File: src/rtl/frame_dispatcher.sv
// frame_dispatcher: sequences one frame of triangles into the colour-fill loop.
// Each frame first commands a z-buffer clear. Triangles are then taken from an
// upstream valid/ready queue, their start row is clamped, and each one is handed
// to the loop (color_en). The loop's done is answered with all_done. Frame
// completion, triangle and cull counts, and sticky error flags are reported.
// Triangle3D is carried as a packed VER_W-bit vector (3 vertices x 3 coords x 16b).
// Color is carried as a packed RGB_W-bit vector.
module frame_dispatcher #(
    parameter logic [15:0] CHUNK_SIZE     = 16'd32,
    parameter int unsigned TIMEOUT_CYCLES = 1 << 20,
    parameter int unsigned CNT_W          = 16,
    parameter int unsigned VER_W          = 144,
    parameter int unsigned RGB_W          = 24
) (
    input  logic                    clk,
    input  logic                    rst,
    input  logic                    frame_start,
    input  logic                    tri_valid,
    output logic                    tri_ready,
    input  logic [VER_W-1:0]        tri_ver,
    input  logic [RGB_W-1:0]        tri_rgb,
    input  logic signed [15:0]      tri_ystart,
    input  logic                    tri_last,
    input  logic                    cl_ready,
    input  logic                    cl_done,
    output logic                    new_frame,
    output logic                    color_en,
    output logic [15:0]             height,
    output logic [VER_W-1:0]        ver,
    output logic [RGB_W-1:0]        rgb_val,
    output logic                    all_done,
    output logic                    busy,
    output logic                    frame_done,
    output logic [CNT_W-1:0]        tri_count,
    output logic [CNT_W-1:0]        cull_count,
    output logic                    timeout_err,
    output logic                    overrun_err
);

    localparam int unsigned WD_W = (TIMEOUT_CYCLES > 1) ? $clog2(TIMEOUT_CYCLES) : 1;
    localparam logic [WD_W-1:0] WD_LAST = WD_W'(TIMEOUT_CYCLES - 1);
    localparam logic signed [16:0] CHUNK_EXT = {1'b0, CHUNK_SIZE};

    typedef enum logic [3:0] {
        StIdle,
        StClear,
        StHold,
        StWaitClear,
        StFetch,
        StCheck,
        StIssue,
        StWaitDone,
        StRelease,
        StFin
    } state_e;

    state_e state_q, state_d;

    logic [VER_W-1:0]  ver_q;
    logic [RGB_W-1:0]  rgb_q;
    logic [15:0]       ystart_q;
    logic              last_q;
    logic [15:0]       height_q;
    logic [CNT_W-1:0]  tri_count_q;
    logic [CNT_W-1:0]  cull_count_q;
    logic              timeout_q;
    logic              overrun_q;
    logic [WD_W-1:0]   wd_q;

    logic              accept;
    logic              culled;
    logic              wd_expired;
    logic signed [16:0] ys_ext;

    // Sign-extend so negative rows never compare as large unsigned values.
    assign ys_ext     = {ystart_q[15], ystart_q};
    assign culled     = (ys_ext >= CHUNK_EXT);
    assign wd_expired = (wd_q == WD_LAST);
    assign accept     = tri_ready && tri_valid;

    assign busy        = (state_q != StIdle);
    assign height      = height_q;
    assign ver         = ver_q;
    assign rgb_val     = rgb_q;
    assign tri_count   = tri_count_q;
    assign cull_count  = cull_count_q;
    assign timeout_err = timeout_q;
    assign overrun_err = overrun_q;

    // Next-state and pulse outputs, all decoded from the current state.
    always_comb begin
        state_d    = state_q;
        tri_ready  = 1'b0;
        new_frame  = 1'b0;
        color_en   = 1'b0;
        all_done   = 1'b0;
        frame_done = 1'b0;
        unique case (state_q)
            StIdle: begin
                if (frame_start) state_d = StClear;
            end
            StClear: begin
                new_frame = 1'b1;
                state_d   = StHold;
            end
            // cl_ready may still reflect the loop state from before the clear.
            StHold: state_d = StWaitClear;
            StWaitClear: begin
                if (cl_ready) state_d = StFetch;
            end
            StFetch: begin
                tri_ready = 1'b1;
                if (tri_valid) state_d = StCheck;
            end
            StCheck: begin
                if (culled) state_d = last_q ? StFin : StFetch;
                else        state_d = StIssue;
            end
            StIssue: begin
                if (cl_ready) begin
                    color_en = 1'b1;
                    state_d  = StWaitDone;
                end
            end
            StWaitDone: begin
                if (cl_done)         state_d = StRelease;
                else if (wd_expired) state_d = StIdle;
            end
            StRelease: begin
                all_done = 1'b1;
                state_d  = last_q ? StFin : StFetch;
            end
            StFin: begin
                frame_done = 1'b1;
                state_d    = StIdle;
            end
            default: state_d = StIdle;
        endcase
    end

    // State register.
    always_ff @(posedge clk) begin
        if (rst) state_q <= StIdle;
        else     state_q <= state_d;
    end

    // Triangle latch and start-row clamp; held until the next accepted triangle.
    always_ff @(posedge clk) begin
        if (rst) begin
            ver_q    <= '0;
            rgb_q    <= '0;
            ystart_q <= '0;
            last_q   <= 1'b0;
            height_q <= '0;
        end else begin
            if (accept) begin
                ver_q    <= tri_ver;
                rgb_q    <= tri_rgb;
                ystart_q <= tri_ystart;
                last_q   <= tri_last;
            end
            if (state_q == StCheck && !culled) begin
                height_q <= ystart_q[15] ? 16'd0 : ystart_q;
            end
        end
    end

    // Saturating frame counters and sticky error flags.
    always_ff @(posedge clk) begin
        if (rst) begin
            tri_count_q  <= '0;
            cull_count_q <= '0;
            timeout_q    <= 1'b0;
            overrun_q    <= 1'b0;
        end else begin
            if (frame_start) begin
                if (state_q == StIdle) begin
                    tri_count_q  <= '0;
                    cull_count_q <= '0;
                    timeout_q    <= 1'b0;
                    overrun_q    <= 1'b0;
                end else begin
                    overrun_q <= 1'b1;
                end
            end
            if (state_q == StCheck && culled && cull_count_q != '1) begin
                cull_count_q <= cull_count_q + CNT_W'(1);
            end
            if (color_en && tri_count_q != '1) begin
                tri_count_q <= tri_count_q + CNT_W'(1);
            end
            if (state_q == StWaitDone && !cl_done && wd_expired) begin
                timeout_q <= 1'b1;
            end
        end
    end

    // Watchdog on the loop's done; restarted each time a triangle is issued.
    always_ff @(posedge clk) begin
        if (rst) begin
            wd_q <= '0;
        end else if (color_en) begin
            wd_q <= '0;
        end else if (state_q == StWaitDone && !cl_done && !wd_expired) begin
            wd_q <= wd_q + WD_W'(1);
        end
    end

endmodule

File: config.mk
export PLATFORM = sky130hd
export DESIGN_NAME = frame_dispatcher
export DESIGN_NICKNAME = d
export VERILOG_FILES = /design/src/rtl/frame_dispatcher.sv
export SDC_FILE = /design/constraint.sdc
export NUM_CORES = 1
export LEC_CHECK = 0
export BUFFER_PORTS_ARGS = -buffer_cell sky130_fd_sc_hd__buf_2
export CORE_MARGIN = 3
export CORE_UTILIZATION = 23
export CTS_CLUSTER_DIAMETER = 30
export DETAILED_ROUTE_END_ITERATION = 12
export PLACE_DENSITY = 0.44
export SYNTH_ARGS = -nofsm -noshare
export SYNTH_HDL_FRONTEND = slang
export SYNTH_SLANG_ARGS = --single-unit
File: constraint.sdc
create_clock -name clk -period 2.9 [get_ports clk]
set_input_delay 0.58 -clock clk [delete_from_list [all_inputs] [get_ports clk]]
set_output_delay 0.58 -clock clk [all_outputs]
set_load 0.02 [all_outputs]
==> results.md <==
- EDFF count, synth: 0
- Unrepaired setup endpoints after global routing: false
- Worst-path fanout max: 13
- Share of layout cells above drive strength 1: 32.8%
- Syn nets: 1422
- Post-synth top area share: 52.1%
- RePlAce Congestion: 0.738
- # rows: 75
- PnR worst setup slack: 0.327 ns
- Max_slew headroom: 38.5%
- Vias in the first global route: 9803
- Synth Warn #: 0
- Die height: 214 um
- Post-synthesis sequential area ratio: 52.1%
- XOR/XNOR Fraction of Synth Area: 1.77%
- # hold bufs at CTS: 0
- Synth top cells by count: nand2_1 (405), dfxtp_1 (258), a21oi_1 (204)
- First-pass GRT wire length: 53.1 mm
- Residual DRC: 0
- Maxcap violations: 0
- Lkg Pwr: 0.00653 uW
- Count leader, synth: nand2_1
- Initial antenna violation count: 7
- Synth Area in Compound Gates: 15.6%
- DR vias: 10100
- DPL Wire Length: 24.0 mm
- Synth top area cells: dfxtp_1 (52%), nand2_1 (15%), a21oi_1 (10%)
- Top Ports: 415
- CTS Buf Count: 79
- Status: complete, no violations
- First-pass iteration count of the detailed router: 5
- Total Wirelength: 34.9 mm
- Worst clock skew: 0.0143 ns
- Routed vias/inst: 4.46
- Core footprint: 42200 um^2
- Nature of the critical path endpoint: output pin
- Area growth syn-to-layout: 52.7%
- Synthesized area: 9910 um^2
- Largest net degree at the start of global routing: 134
- Largest family of logic cells by synthesized area: simple AND/OR/NAND/NOR gates
- Iteration-0 DRC Markers: 475
- Ys flop type: dfxtp_1
- Final Cycle Share: 88.7%
- Clock Pin Slew Worst Setup and Hold Paths: 0.04 ns
- Place WS: 0.417 ns
- Worst-Skew Late Latency: 0.58 ns
- Power Dens Cells: 972 nW/um^2
- Synth Area in Simple Gates: 25.7%
- Final global-route overflow total: 0
- # setup viols final: 0
- Post-synth cell types: 65
- HP Class: in -> reg
- Fmax: 0.389 GHz
- Post-synth top area cell: dfxtp_1
- Final nets: 1849
- Hold Violations, Final: 0
- Worst hold start: tri_ver[128]
- CP Data Arrival Time: 1.99 ns
- Clk sinks: 258
- Post-synthesis mux area share: 0.530%
- Detailed-route wire length per cell: 15.5 um
- CP required: 2.32 ns
- CTS Root Cell: clkbuf_16
- Synth Area per Inst: 8.07 um^2
- Post-CTS sizing: 0
- CP Launch Type: register
- TNS Setup: 0 ns
- Maximum vdd ir drop: 0.566 mV
- R2r startpoint: cull_count[0]$_SDFFE_PP0P_
- Post-synthesis cell count: 1228
- Ys async rst share: 0%
- Least-Margin Pin Slew: 0.918 ns
- Critical path origin: state_q[3]$_SDFFE_PP0P_
- H-tree depth: 3
- Util after Layout: 35.8%
- ANT nets after route: 0
- Final-report max-slew violation count: 0
- FF+latch count, synth: 258
- Clk buf depth: 3
- Adder-Cell Fraction of Synth Area: 0.379%
- WS Path Type: reg -> out
- Post-CTS Setup Bufs: 0
- DIE WIDTH: 214 um
- Die area: 45600 um^2
- Tot GR Track Use: 14.6%
- TritonCTS clock tree: built
- Initial core utilization: 23.5%
- I/O Buffers: 413
- WHS: 0.235 ns
- Period minus WS final: 2.57 ns
registers in the layout, indices dropped and copies added (netlist names):
register and count:
cull_count 16, height 15, last_q 1, overrun_err 1
rgb_val 24, state_q 4, timeout_err 1, tri_count 16
ver 144, wd_q 20, ystart_q 16
cell families after synthesis:
kind of cell,count (synthesis)
other cells,1
xor+xnor,20
mux,5
fa+ha+maj,3
simple gates,576
buf+inv,89
flops,258
compound gates,276
worst max-delay path, stage by stage, from the launching register on:
cell and delay (ns):
dfxtp_1 0.45, nor2_4 0.23, nand4_2 0.22, buf_4 0.24, inv_1 0.10, buf_2 0.18
final cells by class:
class                      instances  area [um^2]
timing repair buffer             424         2210
inverter                          11         41.3
antenna                            4         10.0
clock inverter                    30          358
fill                            4472        27100
clock buffer                     114         2300
tap                              539          674
multi-input combinational        881         4380
sequential                       258         5160
layout by cell type, fill, tap and decap left out, types with 6 or more instances in the layout:
cell type and instances:
xnor2_1 14, bufinv_16 7, clkinv_2 15, xor2_1 6
and3_1 14, clkbuf_1 17, a21oi_1 204, nor3_1 10
nand4_1 9, buf_2 412, or3_1 11, clkbuf_16 80
nor2_1 34, buf_4 7, dfxtp_1 258, inv_1 11
nand2_1 404, nand3_1 29, o21ai_0 20, and4_1 8
o211ai_1 6, a31oi_1 7, and2_1 15, clkbuf_8 17
nor4_1 13
final timing paths:
path              slack [ns]                          to  depth (start not counted)
setup reg to reg        0.39  cull_count[5]$_SDFFE_PP0P_                          6
setup / recovery        0.33                    color_en                          5
hold / removal          0.24       ver[128]$_SDFFE_PP0P_                          3
hold reg to reg         0.45        ver[43]$_SDFFE_PP0P_                          2
where the power goes:
| group | switching, uW | total [uW] | internal (uW) |
|---|---|---|---|
| clock network | 2380 | 8420 | 6040 |
| registers | 212 | 4110 | 3900 |
| logic | 1480 | 2190 | 704 |
through the flow:
step | std cells | total power, uW | cell area (um^2)
after floorplan | 1228 | 5560 | 9910
after global placement | 2113 | 6370 | 12500
after detailed placement | 2113 | 6400 | 12500
after CTS | 2257 | 15000 | 15100
after global routing | 2258 | 15400 | 15100
final | 2261 | 14700 | 15100
per-layer routing:
layer  part of all wire, %  vias up  GRT usage (%)  wire (um)
met5                  0.17        -              0         59
met2                    44      381           22.1      15500
met4                   2.1       10           4.99        724
met1                    42     4580           17.6      14700
met3                    11       70           8.13       3950
li1                      -     5045              -          -
No activity file was read; power rests on OpenSTA's default activity.
